$ cat config.mk
export PLATFORM = sky130hd
export DESIGN_NAME = uart_rx_stream_flat
export DESIGN_NICKNAME = d
export VERILOG_FILES = /design/src/rtl/uart_pkg.sv /design/src/rtl/uart_rx_stream_if.sv /design/src/rtl/uart_fifo.sv /design/src/rtl/uart_rx_stream.sv /design/src/flat_wrapper.sv
export SDC_FILE = /design/constraint.sdc
export NUM_CORES = 1
export LEC_CHECK = 0
export ABC_CLOCK_PERIOD_IN_PS = 3100
export BUFFER_PORTS_ARGS = -buffer_cell sky130_fd_sc_hd__buf_4
export CORE_UTILIZATION = 40
export CTS_BUF_LIST = sky130_fd_sc_hd__clkbuf_8
export CTS_CLUSTER_DIAMETER = 150
export DETAILED_ROUTE_END_ITERATION = 8
export HOLD_SLACK_MARGIN = 0.06
export SKIP_CTS_REPAIR_TIMING = 1
export SLEW_MARGIN = 40
export SYNTH_ARGS = -nofsm -noshare
export SYNTH_HDL_FRONTEND = slang
export SYNTH_SLANG_ARGS = --single-unit
$ cat constraint.sdc
create_clock -name i_clk -period 3.1 [get_ports i_clk]
set_clock_uncertainty 0.1 [all_clocks]
set_input_delay 0.93 -clock i_clk [delete_from_list [all_inputs] [get_ports i_clk]]
set_output_delay 0.93 -clock i_clk [all_outputs]
set_load 0.05 [all_outputs]
$ cat src/rtl/uart_pkg.sv
// Shared UART definitions: receiver state encoding, oversample rate and
// mid-bit sample point used by the TX and RX ends of the link.
package uart_pkg;

    typedef enum logic [1:0] {IDLE, START, DATA, STOP} uart_rx_state_e;

    localparam int unsigned OS_RATE  = 16;
    localparam int unsigned MID_TICK = 7;

    function automatic int unsigned max_u(input int unsigned a, input int unsigned b);
        return (a > b) ? a : b;
    endfunction

endpackage

$ cat src/rtl/uart_rx_stream_if.sv
// Valid/ready byte stream carrying received words from the UART receiver
// to the consuming logic.
interface uart_rx_stream_if #(
    parameter int unsigned DBIT = 8
);
    logic [DBIT-1:0] data;
    logic            valid;
    logic            ready;

    modport master (output data, output valid, input ready);
    modport slave  (input data, input valid, output ready);
endinterface

$ cat src/rtl/uart_fifo.sv
// Synchronous first-word-fall-through FIFO; head word is 0 while empty.
// A push into a full FIFO is accepted only when a pop frees a slot that cycle.
module uart_fifo #(
    parameter int unsigned WIDTH = 8,
    parameter int unsigned DEPTH = 4
) (
    input  logic             i_clk,
    input  logic             i_rst_n,
    input  logic             i_push,
    input  logic [WIDTH-1:0] i_data,
    input  logic             i_pop,
    output logic [WIDTH-1:0] o_data,
    output logic             o_empty,
    output logic             o_full
);
    localparam int unsigned AW = (DEPTH > 1) ? $clog2(DEPTH) : 1;
    localparam int unsigned CW = $clog2(DEPTH) + 1;

    logic [WIDTH-1:0] mem_q [DEPTH];
    logic [AW-1:0]    wr_ptr_q;
    logic [AW-1:0]    rd_ptr_q;
    logic [CW-1:0]    count_q;
    logic             do_push;
    logic             do_pop;

    assign o_empty = (count_q == '0);
    assign o_full  = (count_q == CW'(DEPTH));
    assign do_pop  = i_pop && !o_empty;
    assign do_push = i_push && (!o_full || do_pop);
    assign o_data  = o_empty ? '0 : mem_q[rd_ptr_q];

    always_ff @(posedge i_clk or negedge i_rst_n) begin
        if (!i_rst_n) begin
            wr_ptr_q <= '0;
            rd_ptr_q <= '0;
            count_q  <= '0;
        end else begin
            if (do_push) wr_ptr_q <= wr_ptr_q + AW'(1);
            if (do_pop)  rd_ptr_q <= rd_ptr_q + AW'(1);
            case ({do_push, do_pop})
                2'b10:   count_q <= count_q + CW'(1);
                2'b01:   count_q <= count_q - CW'(1);
                default: count_q <= count_q;
            endcase
        end
    end

    // Storage needs no reset: the head is masked to 0 whenever count is 0.
    always_ff @(posedge i_clk) begin
        if (do_push) mem_q[wr_ptr_q] <= i_data;
    end

endmodule

$ cat src/rtl/uart_rx_stream.sv
// 16x-oversampled UART receiver with stop-bit framing check, feeding a
// small FWFT FIFO that presents bytes on a valid/ready stream.
module uart_rx_stream
    import uart_pkg::*;
#(
    parameter int unsigned DBIT       = 8,
    parameter int unsigned SB_TICK    = 16,
    parameter int unsigned FIFO_DEPTH = 4
) (
    input  logic             i_clk,
    input  logic             i_rst_n,
    input  logic             i_tick,
    input  logic             i_rx,
    uart_rx_stream_if.master rx_stream,
    output logic             o_frame_err,
    output logic             o_overrun,
    output logic             o_rx_busy
);
    localparam int unsigned SW = $clog2(max_u(SB_TICK, OS_RATE));
    localparam int unsigned NW = (DBIT > 1) ? $clog2(DBIT) : 1;

    uart_rx_state_e  state_q;
    logic [SW-1:0]   s_q;
    logic [NW-1:0]   n_q;
    logic [DBIT-1:0] shreg_q;
    logic            sync1_q;
    logic            rx_s_q;
    logic            rx_prev_q;
    logic            frame_err_q;
    logic            overrun_q;

    logic            push;
    logic            pop;
    logic            overrun_d;
    logic            fifo_full;
    logic            fifo_empty;

    // The push is decoded in the stop-sample cycle itself so the word lands
    // in the FIFO on that edge and is visible one cycle later.
    assign push      = (state_q == STOP) && i_tick && (s_q == SW'(SB_TICK - 1)) && rx_s_q;
    assign pop       = rx_stream.valid && rx_stream.ready;
    assign overrun_d = push && fifo_full && !pop;

    always_ff @(posedge i_clk or negedge i_rst_n) begin
        if (!i_rst_n) begin
            sync1_q     <= 1'b1;
            rx_s_q      <= 1'b1;
            rx_prev_q   <= 1'b1;
            state_q     <= IDLE;
            s_q         <= '0;
            n_q         <= '0;
            shreg_q     <= '0;
            frame_err_q <= 1'b0;
            overrun_q   <= 1'b0;
        end else begin
            sync1_q     <= i_rx;
            rx_s_q      <= sync1_q;
            rx_prev_q   <= rx_s_q;
            frame_err_q <= 1'b0;
            overrun_q   <= overrun_d;
            case (state_q)
                IDLE: begin
                    // Edge-triggered start: a line held low after a break stays idle.
                    if (rx_prev_q && !rx_s_q) begin
                        state_q <= START;
                        s_q     <= '0;
                    end
                end
                START: begin
                    if (i_tick) begin
                        if (s_q == SW'(MID_TICK)) begin
                            if (!rx_s_q) begin
                                state_q <= DATA;
                                s_q     <= '0;
                                n_q     <= '0;
                            end else begin
                                state_q <= IDLE;
                            end
                        end else begin
                            s_q <= s_q + SW'(1);
                        end
                    end
                end
                DATA: begin
                    if (i_tick) begin
                        if (s_q == SW'(OS_RATE - 1)) begin
                            shreg_q <= {rx_s_q, shreg_q[DBIT-1:1]};
                            s_q     <= '0;
                            if (n_q == NW'(DBIT - 1)) state_q <= STOP;
                            else                      n_q     <= n_q + NW'(1);
                        end else begin
                            s_q <= s_q + SW'(1);
                        end
                    end
                end
                STOP: begin
                    if (i_tick) begin
                        if (s_q == SW'(SB_TICK - 1)) begin
                            frame_err_q <= !rx_s_q;
                            state_q     <= IDLE;
                        end else begin
                            s_q <= s_q + SW'(1);
                        end
                    end
                end
                default: state_q <= IDLE;
            endcase
        end
    end

    uart_fifo #(
        .WIDTH (DBIT),
        .DEPTH (FIFO_DEPTH)
    ) u_fifo (
        .i_clk   (i_clk),
        .i_rst_n (i_rst_n),
        .i_push  (push),
        .i_data  (shreg_q),
        .i_pop   (pop),
        .o_data  (rx_stream.data),
        .o_empty (fifo_empty),
        .o_full  (fifo_full)
    );

    assign rx_stream.valid = !fifo_empty;
    assign o_frame_err     = frame_err_q;
    assign o_overrun       = overrun_q;
    assign o_rx_busy       = (state_q != IDLE);

endmodule
$ cat src/flat_wrapper.sv
// flat-port wrapper written by rule: the top's interface ports become plain ports
module uart_rx_stream_flat import uart_pkg::*;
#(
    parameter int unsigned DBIT       = 8,
    parameter int unsigned SB_TICK    = 16,
    parameter int unsigned FIFO_DEPTH = 4
)
  (i_clk, i_rst_n, i_tick, i_rx, o_frame_err, o_overrun, o_rx_busy, rx_stream_data, rx_stream_valid, rx_stream_ready);
  uart_rx_stream_if #(.DBIT(DBIT)) rx_stream_i ();
  input  logic i_clk;
  input  logic i_rst_n;
  input  logic i_tick;
  input  logic i_rx;
  output logic o_frame_err;
  output logic o_overrun;
  output logic o_rx_busy;
  output wire logic [$bits(rx_stream_i.data)-1:0] rx_stream_data;
  output wire logic [$bits(rx_stream_i.valid)-1:0] rx_stream_valid;
  input wire logic [$bits(rx_stream_i.ready)-1:0] rx_stream_ready;
  assign rx_stream_data = rx_stream_i.data;
  assign rx_stream_valid = rx_stream_i.valid;
  assign rx_stream_i.ready = rx_stream_ready;
  uart_rx_stream #(.DBIT(DBIT), .SB_TICK(SB_TICK), .FIFO_DEPTH(FIFO_DEPTH)) u_core (.i_clk(i_clk), .i_rst_n(i_rst_n), .i_tick(i_tick), .i_rx(i_rx), .rx_stream(rx_stream_i), .o_frame_err(o_frame_err), .o_overrun(o_overrun), .o_rx_busy(o_rx_busy));
endmodule
After elaboration in Yosys (flattened, before gate mapping):

Memories as Yosys holds them, arrays and structs flattened.
Cells that the tools add are included.

* equality and inequality tests: 21
* multiplexer cells: 33
* add/sub/neg operators: 6
* shifts and indexed selects: 0
* bitwise logic cells: 0
* multipliers: 0
* $lt $le $gt $ge: 0
* divide/modulo/power cells: 0
* reduce and logical (&&, ||, !) cells: 23

Operators by type and width (count)
* 4-bit 2-to-1 mux: 8
* 2-bit 2-to-1 mux: 9
* 3-bit 2-to-1 mux: 6
* 4-bit case mux with 4 select lines: 1
* 2-bit != test, second input constant: 7
* 3-bit case mux with 2 select lines: 2
* 1-bit logical AND: 9
* 8-bit 2-to-1 mux: 1
* 2-bit by 1-bit != test with 1-bit output, second input constant: 4
* 2-bit case mux with 4 select lines: 1
* 8-bit AND reduction: 1
* 7-bit AND reduction: 1
* 3-bit by 1-bit adder with 3-bit output, second input constant: 2
* 2-bit equality test, second input constant: 3
* 3-bit equality test, second input constant: 2
* 6-bit AND reduction: 1
* 2-bit nonzero test: 3
* 1-bit 2-to-1 mux: 5
* 2-bit by 1-bit adder with 2-bit output, second input constant: 2
* 4-bit by 1-bit adder with 4-bit output, second input constant: 1
* 2-bit by 1-bit equality test with 1-bit output, second input constant: 2
* 4-bit by 3-bit equality test with 1-bit output, second input constant: 1
* 4-bit equality test, second input constant: 1
* 1-bit zero test: 4
* other kinds (6): 6

* memories: 1
* latch bits: 0
* register bits: 29
* bits in writable memories: 32
* logic and storage cells: 96
* bits in read-only memories: 0

Memories
* u_core.u_fifo.mem_q: depth 4, width 8, rd ports 1, clocked after Yosys merged registers in 0, wr ports 1, RTL line uart_fifo.sv:19 `logic [WIDTH-1:0] mem_q [DEPTH];`

Logic depth before layout (Yosys ltp):

Gate-level depths: netlist of the first run.

* word-level depth: 8
* mapped depth: 8
* gate-level depth less buffers: 8

Hierarchy:

From an unflattened synthesis of the first run, not the netlist that was laid out.

* cell total of the unflattened synthesis: 197
* area, all modules: 2790.2 µm²

By module, submodules not included
* uart_fifo: area each 1732.9 µm², sequential area each 1136.1 µm², cells an instance 104, times used 1
* uart_rx_stream: area each 1057.3 µm², sequential area each 554.3 µm², cells an instance 93, times used 1

Worst setup path before layout of the first run:

Ideal clock, no wire load.

* path kind: reg-to-output
* from: reg u_core.u_fifo.count_q[2]
* to: out rx_stream_data[0]
* stages on the path, launching flop included: 4
* arrival: 1671 ps
* slack: 399 ps
* cells stage by stage: dfrtp_1 or3_1 clkbuf_1 and2_1

* longest elaborated chain between the ends: 2

Ends and longest elaborated chain
* start, declared: RTL line uart_fifo.sv:22 `logic [CW-1:0] count_q;`
* start signal, assigned: RTL line uart_fifo.sv:41 `2'b10: count_q <= count_q + CW'(1);`
* start signal, assigned: RTL line uart_fifo.sv:42 `2'b01: count_q <= count_q - CW'(1);`
* start signal, assigned: RTL line uart_fifo.sv:43 `default: count_q <= count_q;`
* 3-bit zero test: RTL line uart_fifo.sv:26 `assign o_empty = (count_q == '0);`
* 8-bit 2-to-1 mux: RTL line uart_fifo.sv:30 `assign o_data = o_empty ? '0 : mem_q[rd_ptr_q];`
* end, declared: RTL line flat_wrapper.sv:17 `output wire logic [$bits(rx_stream_i.data)-1:0] rx_stream_data;`

Every way passes these cells.

Worst setup path after layout of the first run:

* from: reg u_core.u_fifo.rd_ptr_q[0]
* to: out rx_stream_data[7]

* longest elaborated chain between the ends: 2

Ends and longest elaborated chain
* start, declared: RTL line uart_fifo.sv:21 `logic [AW-1:0] rd_ptr_q;`
* start signal, assigned: RTL line uart_fifo.sv:39 `if (do_pop) rd_ptr_q <= rd_ptr_q + AW'(1);`
* memory read 4 x 8 bit
* 8-bit 2-to-1 mux: RTL line uart_fifo.sv:30

Every way passes these cells.

==> results.txt, run 1 <==
Status - complete, no violations
Final setup violation count - 0
Vias per cell - 5.12
DR DRC count - 0
Cell count after synthesis - 200
I/O Pins - 17
Combinational share of power - 42.5%
GRT Total Usage - 14.4%
Sequential power share - 36.4%
Seq/Total Area, Yosys - 60.3%
Hold path depth - 0
Die area - 0.00735 sq mm
Synth Register Bits - 61
Critical path arrival - 1.76 ns
Post-route core utilization - 47.0%
Vias in the first global route - 1571
Area occupied by multi-input gates - 0.00104 sq mm
# rows - 30
Final Hold Fails - 0
RSZ-0062 raised after global routing - no
R2R cell count - 7
Largest fanout on the critical path - 10
Highest clock rate - 358 MHz
Setup tns final - 0 ns
Number of I/O port buffers - 16
Total power - 0.00293 W
Syn Std Cell Area - 0.00281 sq mm
Die height - 85.7 um
PwrDens - 916 mW/mm^2
First-pass GRT wire length - 7810 um
Nets - 233
Lkg Pwr - 1.27 nW
Initial antenna violation count - 0
Commonest non-fill, non-tap cell in the layout - edfxtp_1
Most frequent cells in the layout - 32 x edfxtp_1, 26 x dfrtp_1, 17 x buf_4
Synth cell types - 52
Initial cell density of the core - 41.3%
Number of synthesized flops with an enable pin - 32
Synth top area share - 34.3%
Root buf cell - clkbuf_8
CTS tree - yes
CTS clk-pin slew, worst paths - 0.07 ns
Initial DRC count - 70
Placed wire-length estimate - 3100 um
P_sw - 0.00121 W
Syn avg cell area - 14.0 sq um
H-tree level count - 3
Pre-antenna DRT Iters - 4
Net Count, Synth - 213
Req. time, crit path - 2.07 ns
Die span in x - 85.7 um
Hold/Removal Path Class - register to register
Slew @ Worst Pin - 0.485 ns
Internal power - 0.00172 W
Fillers - 605
Worst setup SP type - register
Asr flop ratio synth - 47.5%
Slew HR - 67.7%
Switch share - 41.2%
Sequential Area - 0.00169 sq mm
Largest net degree at the start of global routing - 30
Vias - 1645
Fin crit share - 90.1%
Layout area overhead - 13.9%
Clock Sink Count - 61
Max_cap viols - 0
Min Clock Period, post-route - 2.79 ns
Crit Path Category - register to output pin
Peak VDD IR - 0.270 mV
Main area contributors after synthesis - edfxtp_1 34%, dfrtp_1 23%, mux4_2 6.4%
Clock power frac - 21.1%
Hold_ws - 0.258 ns
Gp weighted congestion - 0.800
Antenna-violating nets left - 0
Main flop type after synthesis - edfxtp_1
Inserted Diodes - 0
Share of layout cells above drive strength 1 - 28.0%
Drt wl/cell - 14.7 um
Setup crit end kind - output pin
CTS Buffer Depth - 2
Slew Viols, Final - 0
Clk_lat worst skew - 0.33 ns
Largest area contributor in the netlist - edfxtp_1
Num CTS Buffers - 9
Post-Route WL - 4710 um
Core area - 0.00679 sq mm
Gr ovfl total - 0
YS warnings - 0
## Yosys cell counts (3+ instances only)
cell type  instances
buf_2              3
nor2_1             8
a21oi_1            4
nand2_1            9
edfxtp_1          32
dfstp_2            3
and2_1            14
xnor2_1            5
dfrtp_1           26
nand3_1            8
mux4_2             8
o211ai_1           3
ha_1               7
o221ai_1           4
clkbuf_1           5
inv_1             10
mux2_2             8
## state kept, by name (all words and copies together), names as in the netlist, named ones only
| register | count |
|---|---|
| u_core.o_overrun | 1 |
| u_core.u_fifo.rd_ptr_q | 2 |
| u_core.o_frame_err | 1 |
| u_core.u_fifo.count_q | 3 |
| u_core.u_fifo.mem_q | 32 |
| u_core.u_fifo.wr_ptr_q | 2 |
| u_core.rx_s_q | 1 |
| u_core.state_q | 1 |
| u_core.shreg_q | 8 |
| u_core.n_q | 3 |
| u_core.sync1_q | 1 |
| u_core.rx_prev_q | 1 |
| u_core.s_q | 4 |
## metrics by stage
stage               instances  worst slack [ns]  cell area [sq um]
floorplan                 200             0.399               2810
global route              321             0.221               3190
detailed placement        305             0.279               3020
CTS                       321             0.262               3190
global placement          305             0.306               3020
finish                    321             0.306               3190
## metal layers
metal / share of wire, % / routed length (um) / vias to the layer above / track usage, %
met3: 4.0 / 187 / 6 / 4.62
met5: 0 / 0 / - / 0
met1: 49 / 2280 / 803 / 19.9
met4: 1.1 / 51 / 0 / 5.45
met2: 46 / 2180 / 39 / 21.2
li1: - / - / 797 / -
## worst paths after layout
kind                                                       start                                   end  slack, ns
max                        u_core.u_fifo.rd_ptr_q[0]$_DFFE_PN0P_                     rx_stream_data[7]       0.31
max in group asynchronous                                i_rst_n              u_core.sync1_q$_DFF_PN1_       2.15
max reg2reg                            u_core.s_q[1]$_DFFE_PN0P_  u_core.u_fifo.count_q[1]$_DFFE_PN0P_       0.60
min in group asynchronous                                i_rst_n         u_core.shreg_q[1]$_DFFE_PN0P_       0.42
min reg2reg                             u_core.sync1_q$_DFF_PN1_               u_core.rx_s_q$_DFF_PN1_       0.26
min                                     u_core.sync1_q$_DFF_PN1_               u_core.rx_s_q$_DFF_PN1_       0.26
## power by group through the flow
stage               Clock [W]  Combinational (W)  Sequential [W]
finish               0.000617            0.00124         0.00107
global route         0.000676            0.00134         0.00109
CTS                  0.000637            0.00126         0.00107
detailed placement          0            0.00125         0.00108
global placement            0            0.00125         0.00108
floorplan                   0            0.00104        0.000998
## cell type report
| class | count | area share, % |
|---|---|---|
| Sequential cell | 61 | 52.9 |
| Clock buffer | 9 | 3.88 |
| Inverter | 11 | 1.29 |
| Clock inverter | 7 | 1.61 |
| Timing Repair Buffer | 17 | 4.00 |
| Tap cell | 96 | 3.76 |
| Multi-Input combinational cell | 120 | 32.6 |
## worst max-delay path, cell delays in order, from the launching register on
cell and delay [ns]:
dfrtp_1 0.33, buf_4 0.22, mux4_2 0.53, and2_1 0.17
buf_4 0.18
## cells by family (layout without fill, tap and decap cells)
group / count (synthesis) / in the layout / share of synthesized area (%)
and+or+nand+nor: 59 / 59 / 12.7
buffers and inverters: 19 / 44 / 2.68
xor gates and xnor gates: 5 / 5 / 1.56
DFF: 61 / 61 / 60.3
AOI/OAI and AO/OA: 29 / 29 / 8.25
adders and majority gates: 8 / 8 / 3.84
muxes: 19 / 19 / 10.7
(Power assumes the default switching activity.)
==> run 2: changes to the inputs <==
CORE_UTILIZATION = 62   (was 40)
PLACE_DENSITY = 0.81   (was default)
==> results.txt, run 2 (synthesis gave the netlist of run 1 again) <==
Highest clock rate - 359 MHz (was 358 MHz)
Pre-antenna DRT Iters - 5 (was 4)
Met2 Routed Length - 2580 um (was 2180 um)
DP Worst Slack - 0.260 ns (was 0.279 ns)
Crit Path Category - register to output pin (unchanged)
Share of layout cells above drive strength 1 - 25.8% (was 28.0%)
Nets - 233 (unchanged)
Die area - 0.00480 sq mm (was 0.00735 sq mm)
Vias in the first global route - 1762 (was 1571)
Hold path depth - 0 (unchanged)
Hold Crit Endpoint - u_core.rx_s_q$_DFF_PN1_ (unchanged)
CP dominant cell by count - buf_4 (unchanged)
Final setup violation count - 0 (unchanged)
Slew HR - 67.9% (was 67.7%)
Gp weighted congestion - 0.865 (was 0.800)
Gr ovfl total - 0 (unchanged)
Worst path buffer plus inverter count - 2 (unchanged)
Vias per cell - 6.21 (was 5.12)
Most frequent cells in the layout - 32 x edfxtp_1, 26 x dfrtp_1, 17 x buf_4 (unchanged)
Commonest non-fill, non-tap cell in the layout - edfxtp_1 (unchanged)
Worst setup SP type - register (unchanged)
H-tree level count - 3 (unchanged)
Setup tns final - 0 ns (unchanged)
Reg with most FFs - u_core.u_fifo.mem_q (unchanged)
Die height - 69.3 um (was 85.7 um)
Largest net degree at the start of global routing - 30 (unchanged)
GRT Total Usage - 23.7% (was 14.4%)
Num CTS Buffers - 9 (unchanged)
Hold_ws - 0.257 ns (was 0.258 ns)
Drt wl/cell - 18.1 um (was 14.7 um)
Status - complete, no violations (unchanged)
Critical-path cell list - buf_4, mux4_2, and2_1, buf_4 (unchanged)
Placed wire-length estimate - 3360 um (was 3100 um)
Top Layer Used - met4 (unchanged)
CTS Buffer Depth - 2 (unchanged)
Largest registers - u_core.u_fifo.mem_q x32, u_core.shreg_q x8, u_core.s_q x4 (unchanged)
Met3 WL - 207 um (was 187 um)
Total power - 0.00290 W (was 0.00293 W)
Final worst slack - 0.311 ns (was 0.306 ns)
Clk_lat worst skew - 0.32 ns (was 0.33 ns)
RSZ-0062 raised after global routing - no (unchanged)
# rows - 24 (was 30)
Slew Viols, Final - 0 (unchanged)
Largest fanout on the critical path - 10 (unchanged)
Hold Crit Start - u_core.sync1_q$_DFF_PN1_ (unchanged)
Peak VDD IR - 0.593 mV (was 0.270 mV)
Routed met1 length - 2170 um (was 2280 um)
Reg2Reg Setup Slack - 0.50 ns (was 0.60 ns)
Initial cell density of the core - 64.4% (was 41.3%)
Top Family by Delay on Critical Path - multiplexers (unchanged)
Crit-path max cell delay - 0.53 ns (about the same)
Worst flop-to-flop path startpoint - u_core.s_q[1]$_DFFE_PN0P_ (unchanged)
Layout area overhead - 11.1% (was 13.9%)
First-pass GRT wire length - 8580 um (was 7810 um)
Req. time, crit path - 2.07 ns (about the same)
I/O Pins - 17 (unchanged)
Root buf cell - clkbuf_8 (unchanged)
Setup crit end kind - output pin (unchanged)
Hold/Removal Path Class - register to register (unchanged)
Critical path arrival - 1.76 ns (about the same)
Final non-filler cell total - 277 (was 321)
Post-Route WL - 5030 um (was 4710 um)
Lkg Pwr - 1.28 nW (was 1.27 nW)
RR Endpoint - u_core.u_fifo.count_q[1]$_DFFE_PN0P_ (unchanged)
DR DRC count - 0 (unchanged)
Die span in x - 69.3 um (was 85.7 um)
Final Hold Fails - 0 (unchanged)
Vias - 1719 (was 1645)
Slew @ Worst Pin - 0.481 ns (was 0.485 ns)
Clock Sink Count - 61 (unchanged)
Min Clock Period, post-route - 2.79 ns (about the same)
Antenna-violating nets left - 0 (unchanged)
Inserted Diodes - 0 (unchanged)
R2R cell count - 7 (unchanged)
Initial DRC count - 134 (was 70)
PwrDens - 929 mW/mm^2 (was 916 mW/mm^2)
Max FFs per register - 32 (unchanged)
Initial antenna violation count - 0 (unchanged)
Placed insts - 261 (was 305)
Core area - 0.00435 sq mm (was 0.00679 sq mm)
Fillers - 283 (was 605)
Critical Path Slowest Stage Cell - mux4_2 (unchanged)
Fin crit share - 90.0% (was 90.1%)
Max_cap viols - 0 (unchanged)
CTS tree - yes (unchanged)
CTS clk-pin slew, worst paths - 0.06 ns (was 0.07 ns)
Number of I/O port buffers - 16 (unchanged)
-- run 2: stage by stage --
step / cell area [sq um] / utilization, %
global route: 3120 / 71.6
finish: 3120 / 71.6
floorplan: 2810 / -
detailed placement: 2960 / 68.1
global placement: 2960 / 68.1
CTS: 3120 / 71.6
-- run 2: how the worst max path moves through the flow --
| stage | slack [ns] | end | from | cells after the start |
|---|---|---|---|---|
| 2_1_floorplan | 0.40 | rx_stream_data[0] | u_core.u_fifo.count_q[2]$_DFFE_PN0P_ | 3 |
| 3_3_place_gp | 0.32 | u_core.u_fifo.count_q[1]$_DFFE_PN0P_ | i_tick | 7 |
| 3_5_place_dp | 0.26 | u_core.u_fifo.count_q[1]$_DFFE_PN0P_ | i_tick | 7 |
| 4_1_cts | 0.28 | rx_stream_data[7] | u_core.u_fifo.rd_ptr_q[0]$_DFFE_PN0P_ | 4 |
| 5_1_grt | 0.24 | rx_stream_data[7] | u_core.u_fifo.rd_ptr_q[0]$_DFFE_PN0P_ | 4 |
| 6_report | 0.31 | rx_stream_data[7] | u_core.u_fifo.rd_ptr_q[0]$_DFFE_PN0P_ | 4 |
-- run 2: layer usage --
| layer | global-route usage [%] | up-vias |
|---|---|---|
| met5 | 0 | - |
| met4 | 11.3 | 0 |
| met3 | 4.51 | 7 |
| met2 | 38.8 | 53 |
| met1 | 30.6 | 870 |
| li1 | - | 789 |
-- run 2: cell type report --
| type | count | area (sq um) | share of cell area, % |
|---|---|---|---|
| Inverter | 11 | 41.3 | 1.32 |
| Sequential cell | 61 | 1690 | 54.2 |
| Clock inverter | 7 | 28.8 | 0.923 |
| Timing Repair Buffer | 17 | 128 | 4.09 |
| Multi-Input combinational cell | 120 | 1040 | 33.4 |
| Clock buffer | 9 | 124 | 3.97 |
| Tap cell | 52 | 65.1 | 2.09 |
-- run 2: report_power, final --
group	internal, W	switching (W)
Sequential	0.000925	0.000146
Combinational	0.000510	0.000766
Clock	0.000272	0.000277
Total	0.00171	0.00119
